==> config.mk <==
export PLATFORM = sky130hd
export DESIGN_NAME = round_divider_flat
export DESIGN_NICKNAME = d
export VERILOG_FILES = /design/src/rtl/round_divider_if.sv /design/src/rtl/round_divider.sv /design/src/flat_wrapper.sv
export SDC_FILE = /design/constraint.sdc
export NUM_CORES = 1
export LEC_CHECK = 0
export CAP_MARGIN = 25
export CORE_ASPECT_RATIO = 1.1
export CORE_UTILIZATION = 60
export CTS_CLUSTER_DIAMETER = 150
export CTS_CLUSTER_SIZE = 14
export DETAILED_ROUTE_END_ITERATION = 8
export PLACE_DENSITY_LB_ADDON = 0.05
export SLEW_MARGIN = 20
export SYNTH_ARGS = -nofsm -noshare
export SYNTH_HDL_FRONTEND = slang
export SYNTH_SLANG_ARGS = --single-unit
export TNS_END_PERCENT = 30
==> constraint.sdc <==
create_clock -name CLK -period 7.17 [get_ports CLK]
set_input_delay 0.717 -clock CLK [delete_from_list [all_inputs] [get_ports CLK]]
set_output_delay 0.717 -clock CLK [all_outputs]
set_load 0.05 [all_outputs]
==> src/rtl/round_divider_if.sv <==
// Handshake/operand bundle for round_divider; the rem signal exists only when
// DIV_REMAINDER_EN is defined.
interface round_divider_if #(
    parameter int NW = 16,
    parameter int DW = 8,
    parameter int FS = 8
);
    localparam int QW = NW + FS;

    logic          start;
    logic [NW-1:0] dividend;
    logic [DW-1:0] divisor;
    logic          busy;
    logic          done;
    logic [QW-1:0] result;
`ifdef DIV_REMAINDER_EN
    logic [DW-1:0] rem;
`endif

    modport master (
        output start, dividend, divisor,
        input  busy, done, result
`ifdef DIV_REMAINDER_EN
        , input rem
`endif
    );

    modport slave (
        input  start, dividend, divisor,
        output busy, done, result
`ifdef DIV_REMAINDER_EN
        , output rem
`endif
    );
endinterface

==> src/rtl/round_divider.sv <==
// Iterative restoring divider producing round(N*2^FS / D), one quotient bit per cycle.
// Optional DIV_REMAINDER_EN adds the final partial remainder on the rem port.
module round_divider #(
    parameter int NW = 16,
    parameter int DW = 8,
    parameter int FS = 8
) (
    input logic             CLK,
    input logic             Reset,
    round_divider_if.slave  bus
);
    localparam int QW = NW + FS;
    localparam int CW = $clog2(QW + 2);

    typedef enum logic [1:0] {IDLE, CALC, ROUND, DONE} state_t;

    state_t        state, state_nxt;
    logic          start_q;
    logic          launch;
    logic          div_zero;
    logic [CW-1:0] cnt;
    logic [QW:0]   x_sh;
    logic [DW-1:0] p_rem;
    logic [QW:0]   r_quo;
    logic [DW-1:0] d_cap;
    logic [DW:0]   t_trial;
    logic          t_ge;
    logic [QW-1:0] result_q;

    // Quotient carries one extra fraction bit; add it back as the half-LSB round-up.
    function automatic logic [QW-1:0] round_half_up(input logic [QW:0] q);
        return q[QW:1] + QW'(q[0]);
    endfunction

    assign launch   = bus.start & ~start_q;
    assign div_zero = (bus.divisor == '0);
    assign t_trial  = {p_rem, x_sh[QW]};
    assign t_ge     = (t_trial >= {1'b0, d_cap});

    always_ff @(posedge CLK) begin
        if (Reset) state <= IDLE;
        else       state <= state_nxt;
    end

    always_comb begin
        state_nxt = state;
        case (state)
            IDLE, DONE: if (launch) state_nxt = div_zero ? DONE : CALC;
            CALC:       if (cnt == CW'(1)) state_nxt = ROUND;
            ROUND:      state_nxt = DONE;
            default:    state_nxt = IDLE;
        endcase
    end

    // Control and visible outputs: reset to zero, aborting any operation.
    always_ff @(posedge CLK) begin
        if (Reset) begin
            start_q  <= 1'b0;
            cnt      <= '0;
            result_q <= '0;
        end else begin
            start_q <= bus.start;
            case (state)
                IDLE, DONE: begin
                    if (launch) begin
                        if (div_zero) result_q <= '1;
                        else          cnt      <= CW'(QW + 1);
                    end
                end
                CALC:    cnt      <= cnt - CW'(1);
                ROUND:   result_q <= round_half_up(r_quo);
                default: ;
            endcase
        end
    end

    // Datapath registers carry no reset; they are always reloaded on launch.
    always_ff @(posedge CLK) begin
        case (state)
            IDLE, DONE: begin
                if (launch && !div_zero) begin
                    d_cap <= bus.divisor;
                    x_sh  <= {bus.dividend, {(FS + 1){1'b0}}};
                    p_rem <= '0;
                    r_quo <= '0;
                end
            end
            CALC: begin
                x_sh  <= {x_sh[QW-1:0], 1'b0};
                p_rem <= t_ge ? DW'(t_trial - {1'b0, d_cap}) : DW'(t_trial);
                r_quo <= {r_quo[QW-1:0], t_ge};
            end
            default: ;
        endcase
    end

`ifdef DIV_REMAINDER_EN
    logic [DW-1:0] rem_q;

    always_ff @(posedge CLK) begin
        if (Reset) begin
            rem_q <= '0;
        end else if ((state == IDLE || state == DONE) && launch && div_zero) begin
            rem_q <= '0;
        end else if (state == ROUND) begin
            rem_q <= p_rem;
        end
    end

    assign bus.rem = rem_q;
`endif

    assign bus.busy   = (state == CALC) || (state == ROUND);
    assign bus.done   = (state == DONE);
    assign bus.result = result_q;
endmodule
==> src/flat_wrapper.sv <==
// flat-port wrapper written by rule: the top's interface ports become plain ports
module round_divider_flat 
#(
    parameter int NW = 16,
    parameter int DW = 8,
    parameter int FS = 8
)
  (CLK, Reset, bus_start, bus_dividend, bus_divisor, bus_busy, bus_done, bus_result);
  round_divider_if #(.NW(NW), .DW(DW), .FS(FS)) bus_i ();
  input logic CLK;
  input logic Reset;
  input wire logic [$bits(bus_i.start)-1:0] bus_start;
  input wire logic [$bits(bus_i.dividend)-1:0] bus_dividend;
  input wire logic [$bits(bus_i.divisor)-1:0] bus_divisor;
  output wire logic [$bits(bus_i.busy)-1:0] bus_busy;
  output wire logic [$bits(bus_i.done)-1:0] bus_done;
  output wire logic [$bits(bus_i.result)-1:0] bus_result;
  assign bus_i.start = bus_start;
  assign bus_i.dividend = bus_dividend;
  assign bus_i.divisor = bus_divisor;
  assign bus_busy = bus_i.busy;
  assign bus_done = bus_i.done;
  assign bus_result = bus_i.result;
  round_divider #(.NW(NW), .DW(DW), .FS(FS)) u_core (.CLK(CLK), .Reset(Reset), .bus(bus_i));
endmodule
After elaboration in Yosys (flattened, before gate mapping)

Cells that the tools add are included.
W data, S select, Z words.

Output and inout port bits: 26
RAM bits: 0
Bits in latches: 0
Bits in read-only memories: 0
Logic and storage cells: 53
Bits in registers: 98
Memories kept: 0
Bits of input ports: 27

Shift-type cells: 0
Multiply operators: 0
Magnitude comparators: 1
Multiplexer cells: 17
Reduce and logical (&&, ||, !) cells: 13
Bitwise gates (word level): 2
Add/subtract/negate cells: 3
Equality and inequality tests: 9
Divide/modulo/power cells: 0

Operators with widths:

| kind                  | count |
|---|---|
| $pmux W25 S2          | 2 |
| $mux W25              | 2 |
| $mux W24              | 2 |
| $pmux W24 S2          | 1 |
| $add A24 B1 Y24       | 1 |
| $mux W8               | 2 |
| $pmux W8 S2           | 1 |
| $mux W5               | 2 |
| $pmux W5 S2           | 1 |
| $ge A9 B8 Y1          | 1 |
| $logic_not A8 Y1      | 1 |
| $ne A2 B1 Y1 const B  | 4 |
| $sub A8 B8 Y8         | 1 |
| $mux W2               | 3 |
| $pmux W2 S3           | 1 |
| $reduce_and A2 Y1     | 3 |
| $reduce_and A3 Y1     | 2 |
| $eq A5 B1 Y1 const B  | 1 |
| $sub A5 B1 Y5 const B | 1 |
| $eq A2 B2 Y1 const B  | 2 |
| $reduce_bool A2 Y1    | 2 |
| $eq A2 B1 Y1 const B  | 1 |
| $logic_not A2 Y1      | 1 |
| $ne A2 B2 Y1 const B  | 1 |
| other kinds (6)       | 6 |

Logic depth before layout (Yosys ltp)

Word-level depth: 5
Mapped depth: 9
Mapped depth without buffers: 9

Worst setup path after synthesis

Ideal clock, no wire load.

Path kind: reg-to-reg
From: reg u_core.state[0]
To: reg u_core.cnt[2]
Path slack: 4.300 ns
Setup time: 0.086 ns
Required time: 7.084 ns
Data arrival time: 2.784 ns
Period minus slack after synthesis: 2.870 ns
Stages on the path, launching flop included: 10
Path buffers: 0
Path through: dfxtp_1 inv_1 ha_1 inv_1 a211oi_2 a21oi_2 inv_2 and2_1 xnor2_1 a211oi_1

Word-level cells in the longest chain between the ends: 4
Elaborated cells between the ends (all ways): 9
Those cells by class: 4 x eq/ne; 1 x mux; 4 x reduce/logical

RTL lines:

| what                                                 | line                | RTL |
|---|---|---|
| from (decl)                                          | round_divider.sv:17 | `state_t state, state_nxt;` |
| from (signal assigned)                               | round_divider.sv:42 | `else state <= state_nxt;` |
| $eq A2 B2 Y1 or $logic_not A2 Y1 (tied branches)     | round_divider.sv:63 | `case (state)` |
| $reduce_or A2 Y1                                     | round_divider.sv:63 |  |
| $ne A2 B2 Y1 (no line), or another cell as far along | n/a                 |  |
| $reduce_and A3 Y1 (no line)                          | n/a                 |  |
| to (signal assigned)                                 | round_divider.sv:67 | `else cnt <= CW'(QW + 1);` |
| to (signal assigned)                                 | round_divider.sv:70 | `CALC: cnt <= cnt - CW'(1);` |
| to (decl)                                            | round_divider.sv:21 | `logic [CW-1:0] cnt;` |

Several ways; a longest one is shown, not always the timed one.
A chain may end at the register's enable or synchronous reset.

Worst setup path in the final report

From: in bus_start
To: reg u_core.r_quo[9] (enable)

Word-level cells in the longest chain between the ends: 4

RTL lines:

| what                        | line                | RTL |
|---|---|---|
| from (decl)                 | flat_wrapper.sv:12  | `input wire logic [$bits(bus_i.start)-1:0] bus_start;` |
| $and A1 B1 Y1               | round_divider.sv:35 | `assign launch = bus.start & ~start_q;` |
| $logic_and A1 B1 Y1         | round_divider.sv:81 | `if (launch && !div_zero) begin` |
| $ne A2 B1 Y1 (no line)      | n/a                 |  |
| $reduce_and A2 Y1 (no line) | n/a                 |  |
| to (signal assigned)        | round_divider.sv:91 | `r_quo <= {r_quo[QW-1:0], t_ge};` |
| to (decl)                   | round_divider.sv:24 | `logic [QW:0] r_quo;` |

Every way passes these cells.

==> results.toml <==
[cells_and_area]
layout_cell_share_with_drive_strength_beyond_1_pct = 11.1
finish.net_count = 462
most-common-layout-cells = "sky130_fd_sc_hd__edfxtp_1 (57), sky130_fd_sc_hd__clkdlybuf4s50_1 (51), sky130_fd_sc_hd__nor2_1 (38), sky130_fd_sc_hd__dfxtp_1 (32), sky130_fd_sc_hd__and2_1 (25)"
multi_input_comb_area_um2 = 1810
antennaDiodeCount = 0
areaGrowthSynthToFinish_pct = 18.9
sequential_cell_area_um2 = 2350
mostFrequentLayoutCell = "sky130_fd_sc_hd__edfxtp_1"
finalCoreUtilization_pct = 75.7
fill_cells = 488

[timing]
setup_viol = 0
timing.max_slew.rel_slack_pct = 40.2
rsz_0062_raised_after_global_routing = "no"
slew_violations = 0
hold-worst-slack_ps = 498
report.final.hold_viol_count = 0
timing.setup.tns_ps = 0
finClkSkew_ps = 6.05
final_period_minus_worst_setup_slack_ps = 2900
timing.final.crit_share_pct = 40.5
max_slew.worst_pin.slew_ps = 896
max_clock_freq_mhz = 344
final_critical_path_setup_slack_ps = 4270

[placement]
dp_slack_ps = 3420
gpl.final_weighted_congestion = 0.793
hpwl_mm = 5.19
port-buffer-count = 52

[synthesis]
synthCells = 367
synthTopCellsByArea = "sky130_fd_sc_hd__edfxtp_1 (40%), sky130_fd_sc_hd__dfxtp_1 (15%), sky130_fd_sc_hd__ha_1 (4.7%)"
synth_enable_flop_cells = 57
ys_seq_elements = 89
netlist-cell-type-count = 52
mappedNetlistNets = 411
dominantRegCellSynth = "sky130_fd_sc_hd__edfxtp_1"
synth_async_sr_flop_share_pct = 0
synth_top_cell_area_share_pct = 39.9
synth.yosys.warnings = 0
synth_area_per_inst_um2 = 11.7
syn-cell-area_um2 = 4290
yosysTopAreaCell = "sky130_fd_sc_hd__edfxtp_1"
seq_area_frac_synth_pct = 54.8

[global_route]
grt_first_pass_wirelength_mm = 12.8
grt_overflow = 0
number_of_global_route_vias_before_repair = 2791
maximum_number_of_pins_on_one_net_before_global_route_repair = 53
grt_antenna_before_repair = 0
grt.total_usage_pct = 22.3

[clock_network]
cts_made_buffers = 9
post_cts_hold_buffer_count = 0
clock-root-buffer = "sky130_fd_sc_hd__clkbuf_8"
cts_tree = "yes"
post_cts_buffers = 0
numClockSinks = 89
htree_num_levels = 3
cts-root-to-sink-buffers = 2
clk_transition_reported_paths_ps = 80
worstSkewPairLatency_ps = 340
cts_resized = 0

[detailed_routing]
ant_nets = 0
detail_route.vias_per_cell = 5.75
route.vias.total = 2897
first_pass_iters = 4
detail_route.drc_violations = 0
detailedRoute.firstIterationViolations = 146
routedWlPerCell_um = 15.3
drt-total-wl_mm = 7.70

[min_path]
hp-start = "u_core.bus.result[17]"
min_to = "u_core.bus.result[17]"
hold_path_class = "reg -> reg"
min_path_cells = 2

[die]
start_util_pct = 63.6
die_x_um = 82.7
io_pins = 53
floorplan.core_area_um2 = 6750
floorplan_die_height_um = 90.7
design.die.area_um2 = 7500
row_count = 31

[worst_setup_path]
setup.worst_path.end_class = "flip-flop"
critPathArrivalTime_ps = 2940
timing.critical_path.fanout_max = 31
worstSetupPathType = "in -> reg"
r2r-end = "u_core.r_quo[9]"
worst-r2r-setup-slack_ps = 4360
crit-reg2reg-launch = "u_core.state[0]"
worstRegToRegCells = 7
startpoint_type = "input port"
required_time_at_the_worst_slack_endpoint_ps = 7210

[power]
totalPowerFinal_mw = 2.63
power.density_nw_per_um2 = 515
leakage_nw = 1.85
peak_vdd_ir_mv = 0.324

[run_status]
status = "finished, final reports clean"

[flow_run]
timing.max_cap.violations = 0
==> report_power, final <==
part	internal, mW	switching [mW]	total [mW]
Combinational	0.516	0.793	1.31
Clock	0.159	0.165	0.325
Sequential	0.849	0.150	0.998
==> logic make-up (layout without fill, tap and decap cells) <==
group / Yosys count / after routing / synth area share (%)
adders and majority gates: 17 / 17 / 5.13
and+or+nand+nor: 120 / 120 / 15.8
AOI/OAI and AO/OA: 60 / 60 / 10.8
muxes: 19 / 19 / 4.87
buffers and inverters: 36 / 91 / 3.32
xor gates and xnor gates: 26 / 26 / 5.30
DFF: 89 / 89 / 54.8
==> layout make-up <==
class	instances	share of cell area, %
multi-input combinational	242	35.4
inverter	19	1.40
timing repair buffer	57	11.6
sequential	89	46.1
clock buffer	12	2.65
tap	82	2.01
clock inverter	3	0.833
==> cell usage after synthesis, drive strengths merged (2+ instances only) <==
master / instances
a211oi: 6
a21oi: 9
a311oi: 22
a31oi: 3
and2: 25
and3: 6
and4: 3
buf: 7
clkbuf: 10
dfxtp: 32
edfxtp: 57
ha: 16
inv: 19
mux2: 15
mux2i: 4
nand2: 15
nand3: 11
nand4: 2
nor2: 39
nor2b: 6
nor3: 2
nor4: 5
o211ai: 2
o21a: 4
o21ai: 6
xnor2: 12
xor2: 14
==> worst max-delay path, stage by stage <==
cell	delay (ps)
sky130_fd_sc_hd__clkdlybuf4s50_1	530
sky130_fd_sc_hd__nand2b_1	100
sky130_fd_sc_hd__a211oi_2	760
sky130_fd_sc_hd__a21oi_2	130
sky130_fd_sc_hd__inv_2	410
sky130_fd_sc_hd__buf_12	270
==> metrics by stage <==
stage	std cells	cell area, um2
2_1_floorplan	367	4290
3_3_place_gp	486	4870
3_5_place_dp	486	4870
4_1_cts	501	5040
5_1_grt	504	5110
6_report	504	5110
==> registers in the layout, summed over array words and instances, names as in the netlist <==
signal	count
u_core.r_quo	25
u_core.d_cap	8
u_core.start_q	1
u_core.cnt	5
u_core.state	2
u_core.p_rem	8
u_core.x_sh	16
u_core.bus.result	24
==> how the worst max path moves through the flow <==
stage	startpoint	endpoint	slack (ps)	depth (start not counted)
after floorplan	u_core.state[0]	u_core.cnt[2]	4300	9
after global placement	bus_start	u_core.cnt[2]	3560	8
after detailed placement	bus_start	u_core.cnt[2]	3420	8
after CTS	bus_start	u_core.cnt[2]	3790	8
after global routing	bus_start	u_core.p_rem[6]	4100	6
final	bus_start	u_core.r_quo[9]	4270	6
==> layer usage <==
layer / GRT usage (%) / vias up / share of wire [%]
met1: 29.5 / 1395 / 46
met3: 3.13 / 10 / 3.5
met5: 0 / - / 0
li1: - / 1433 / -
met4: 8.05 / 0 / 1.2
met2: 36.7 / 59 / 49
(Power assumes the default switching activity.)
